--- src/rtl/varint_pkg.sv ---
// varint_pkg: shared constants and the length type for the varint serializer
package varint_pkg;
  localparam int BYTE = 8;
  localparam int IN_BYTES = 8;
  localparam int MAX_VARINT_BYTES = 10;
  localparam int IN_W = IN_BYTES * BYTE;
  localparam int OUT_W = MAX_VARINT_BYTES * BYTE;
  typedef logic [3:0] len_t;
endpackage

--- src/rtl/varint_len.sv ---
// varint_len: byte count of the LEB128 encoding of a 64-bit value
//   val_i  value to be encoded
//   len_o  encoded length, 1..10
module varint_len
  import varint_pkg::*;
(
  input  logic [IN_W-1:0] val_i,
  output len_t            len_o
);
  // The highest non-empty 7-bit group decides the length; zero still needs one byte.
  always_comb begin
    len_o = len_t'(1);
    for (int k = 1; k < MAX_VARINT_BYTES; k++)
      if (|(val_i >> (7 * k))) len_o = len_t'(k + 1);
  end
endmodule

--- src/rtl/varint_ser.sv ---
// varint_ser: one-cycle protobuf base-128 varint encoder
//   clk, rst_n          clock, async active-low reset
//   in_valid, in_port   64-bit value to encode this cycle
//   out_valid           registered encoding valid
//   out_port, out_len   encoded bytes (byte 0 in [7:0]) and their count
module varint_ser
  import varint_pkg::*;
(
  input  logic             clk,
  input  logic             rst_n,
  input  logic             in_valid,
  input  logic [IN_W-1:0]  in_port,
  output logic             out_valid,
  output logic [OUT_W-1:0] out_port,
  output len_t             out_len
);
  localparam int PAD_W = 7 * MAX_VARINT_BYTES;
  len_t             len;
  logic [PAD_W-1:0] pad;
  logic [OUT_W-1:0] enc;
  logic             valid_q;
  logic [OUT_W-1:0] port_q, port_d;
  len_t             len_q, len_d;
  varint_len u_len (.val_i(in_port), .len_o(len));
  // Zero-extending to 70 bits leaves byte 9 with only bit 63 and empty groups
  // above the length, so padding bytes fall out as 0x00 without masking.
  always_comb begin
    pad = {{(PAD_W - IN_W){1'b0}}, in_port};
    enc = '0;
    for (int k = 0; k < MAX_VARINT_BYTES; k++)
      enc[BYTE*k +: BYTE] = {(k + 1) < int'(len), pad[7*k +: 7]};
    port_d = in_valid ? enc : port_q;
    len_d  = in_valid ? len : len_q;
  end
  always_ff @(posedge clk or negedge rst_n)
    if (!rst_n) begin
      valid_q <= 1'b0;
      port_q  <= '0;
      len_q   <= '0;
    end else begin
      valid_q <= in_valid;
      port_q  <= port_d;
      len_q   <= len_d;
    end
  assign out_valid = valid_q;
  assign out_port  = port_q;
  assign out_len   = len_q;
endmodule

--- config.mk ---
export PLATFORM = sky130hd
export DESIGN_NAME = varint_ser
export DESIGN_NICKNAME = d
export VERILOG_FILES = /design/src/rtl/varint_pkg.sv /design/src/rtl/varint_len.sv /design/src/rtl/varint_ser.sv
export SDC_FILE = /design/constraint.sdc
export NUM_CORES = 1
export LEC_CHECK = 0
export CAP_MARGIN = 10
export CORE_ASPECT_RATIO = 1.1
export CORE_MARGIN = 5
export CORE_UTILIZATION = 44
export CTS_CLUSTER_DIAMETER = 80
export DETAILED_ROUTE_END_ITERATION = 10
export DONT_BUFFER_PORTS = 1
export GPL_ROUTABILITY_DRIVEN = 1
export SYNTH_ARGS = -nofsm -noshare
export SYNTH_HDL_FRONTEND = slang
export SYNTH_SLANG_ARGS = --single-unit
--- constraint.sdc ---
create_clock -name clk -period 0.8 [get_ports clk]
set_input_delay 0.12 -clock clk [delete_from_list [all_inputs] [get_ports clk]]
set_output_delay 0.12 -clock clk [all_outputs]
set_load 0.01 [all_outputs]
==> results.txt <==
----------------------------------------------------
[STA]
  Hold slack ... -0.531 ns
  Number of setup violations in the final report ... 96
  Post-route worst setup slack ... -0.300 ns
  Final critical path time including I/O delays and setup ... 1.10 ns
  Clock Skew ... 0 ns
  Period utilization ... 1.38
  Final hold violation count ... 156
  RSZ-0062 raised after global routing ... yes
  Final-report max-slew violation count ... 0
  Peak Freq ... 909 MHz

[Worst setup path]
  Endpoint type of the worst setup path ... flop
  Family with the most delay on the worst path ... compound AO/OA/AOI/OAI gates
  Critical path fanouts, max ... 3
  Worst path buffer plus inverter count ... 0
  Worst-path cell with the longest stage delay ... or4_4
  Startpoint Class ... primary input
  R2r worst-path depth ... 2
  Critical path arrival ... 1.37 ns
  Critical path origin ... in_port[54]
  Worst R2R Setup Slack ... -0.10 ns
  Capture point of the critical path ... out_port[31]
  Worst reg2reg startpoint ... out_port[35]
  Highest cell delay on the worst timing path ... about 0.56 ns
  Reg2reg end ... out_port[35]
  Data required time at the worst endpoint ... 1.07 ns
  Class of the most critical setup path ... primary input to flop
  Logic depth of the worst setup path including buffers ... 4
  Series of cell instances along the critical path ... or4_4 > o211a_1 > a311o_1 > a21oi_2

[Drt]
  Detailed router's first-iteration violation count ... 56
  Antenna Violating Nets Remaining ... 0
  Count of TritonRoute iterations in the first routing pass ... 4
  Routed wire per std cell ... 18.3 um
  Routed Wire Length ... 8.71 mm
  DR DRC count ... 0
  Overall via count from detail_route ... about 2.4k
  Number of vias per cell ... about 5.1

[Final layout]
  Relative area change from synthesis to final layout ... 63.7%
  Number of non-filler instances in the completed layout ... 476
  ANT cells ... 0
  Share of final-layout standard cells stronger than drive strength 1 ... 0.488
  Final net count ... 454

[Placed design]
  Worst slack after detailed placement ... -0.626 ns
  Dpl hpwl ... 5.40 mm
  Buffers added on ports ... 0
  Cells after DPL ... ~390
  Placer Congestion ... 0.691

[Synth]
  Primary flip-flop cell chosen by synthesis mapping ... dfrtp_1
  Dominant cell type by area after synthesis ... dfrtp_1
  Most instantiated cells after synthesis ... dfrtp_1, mux2_2, nor2_1
  Average size of a mapped cell ... roughly 14 um^2
  Count of distinct cell types in the synthesized netlist ... 35
  Top-area cell type share of the netlist area ... 0.612
  Cells taking the most area after synthesis ... dfrtp_1, mux2_2, buf_4
  Number of enable flip-flop cells after synthesis ... 0
  Synth Cell Area ... between 3000 and 4000 um^2
  Most numerous cell in the Yosys netlist ... dfrtp_1
  Synth warn ... 0
  Number of storage elements in the synthesis netlist ... 78
  Synth async-reset ratio ... 1.00
  Post-Syn Instances ... 225
  Sequential-to-total area share from yosys stat ... 0.612

[CTS]
  Cts bufs inserted ... 9
  CTS tree ... yes
  Root Driver ... clkbuf_8
  Number of buffers between clock root and the deepest sink ... 2
  Clock input transition at the sequential cells of the worst setup and hold paths ... 0.07 ns
  Number of clock sinks ... 78
  CTS hold repair buffers ... 64
  H-tree lvl count ... 3
  Insertion delay to the later sink of the worst-skew pair ... ~0.33 ns

[Floorplan]
  Floorplan die width ... 91.2 um
  Area of the core ... 7050 um^2
  Row Count ... 32
  Die footprint ... around 9100 um^2
  Boundary Pins ... 152
  Height of the die ... slightly below 100 um
  Starting density of the core ... 0.453

[Run status]
  Outcome ... finished, violations left
  Failing checks ... hold timing, setup timing

[GRT]
  Overall fraction of global-route tracks in use ... 0.190
  Wire length of the first global-routing pass ... between 10 and 15 mm
  Vias in the first global route ... between 2k and 3k
  Pin count of the biggest net entering global routing ... 84
  Initial antenna violation count ... 0
  Total overflow reported by the global router ... 0

[Power and ir drop]
  Pwr per Cell Area ... 1860 nW/um^2
  Peak ir drop on the vdd network ... around 1.4 mV
  Leakage dissipation ... around 2.3 nW

[Run]
  Number of violations of the max-capacitance limit ... 0

[Worst hold path]
  Tightest Hold Check Type ... primary input to asynchronous set/reset pin

----------------------------------------------------
final cells by class:
type	count	area (um^2)
tap	85	106
multi-input combinational	132	1230
sequential	78	1950
timing repair buffer	162	1680
fill	474	1820
inverter	4	15.0
clock inverter	4	95.1
clock buffer	11	141
sequential cells by signal, summed over array words and instances, names as in the netlist:
register   flops
out_len        3
out_port      74
out_valid      1
worst min path at each step:
stage	cells after the start	to	slack (ns)
detailed placement	0	out_port[5]	-0.17
finish	0	out_port[5]	-0.53
CTS	0	out_port[17]	-0.56
global placement	0	out_port[46]	-0.17
global route	0	out_port[5]	-0.55
floorplan	0	out_len[0]	-0.18
per-stage QoR:
stage	area, um^2	TNS [ns]	power [W]	util
after floorplan	3290	-14.33	0.00519	-
after global placement	3940	-5.63	0.00570	0.558
after detailed placement	3940	-5.77	0.00574	0.558
after CTS	5120	-17.61	0.00980	0.727
after global routing	5220	-19.85	0.0101	0.741
final	5220	-16.39	0.00972	0.741
placed cells by master (no fill, tap or decap), drive strengths merged:
cell type,n
nand4b,1
bufinv,3
nand4bb,1
a31o,1
and4,1
dlygate4sd3,64
and2,1
o21ai,3
clkinv,1
mux2,63
dfrtp,78
a31oi,1
nor4,7
buf,98
nand2,1
inv,4
or4,4
or3,3
nor2b,3
o21a,1
o211a,1
a21oi,5
nor3,6
nand3,2
o221ai,1
a211oi,1
nand4,2
o211ai,1
conb,6
o2111ai,2
nor2,13
clkbuf,11
a311o,1
repair_timing:
action,4_1_cts,5_1_grt
hold endpoints to repair,156,156
pin swaps,4,4
gates resized for setup,76,9
endpoints found under the setup margin,89,101
buffers inserted,4,8
worst register-to-register path, cell delays in order, from the launching register on:
cell and delay [ns]:
dfrtp_1 0.41, buf_6 0.13, mux2_2 0.25
kinds of logic (layout without fill, tap and decap cells):
group                  count (synthesis)  count (layout)  synth area share
DFF                                   78              78             0.612
buffers and inverters                 20             181            0.0318
and+or+nand+nor                       45              45            0.0929
AOI/OAI and AO/OA                     18              18            0.0400
muxes                                 63              63             0.222
other                                  1               6           0.00118
power breakdown:
| part | internal, W | switching (W) |
|---|---|---|
| sequential | 0.00428 | 0.000253 |
| combinational | 0.00120 | 0.000521 |
| clock | 0.00214 | 0.00133 |
| total | 0.00762 | 0.00210 |
layer usage:
| metal | routed length, um | global-route usage | vias to the layer above |
|---|---|---|---|
| met2 | 4450 | 0.324 | 97 |
| met1 | 3320 | 0.214 | 1214 |
| met5 | 0 | 0 | - |
| li1 | - | - | 1124 |
| met3 | 789 | 0.0741 | 14 |
| met4 | 153 | 0.0756 | 0 |
Power figures use the tool's default switching activity.
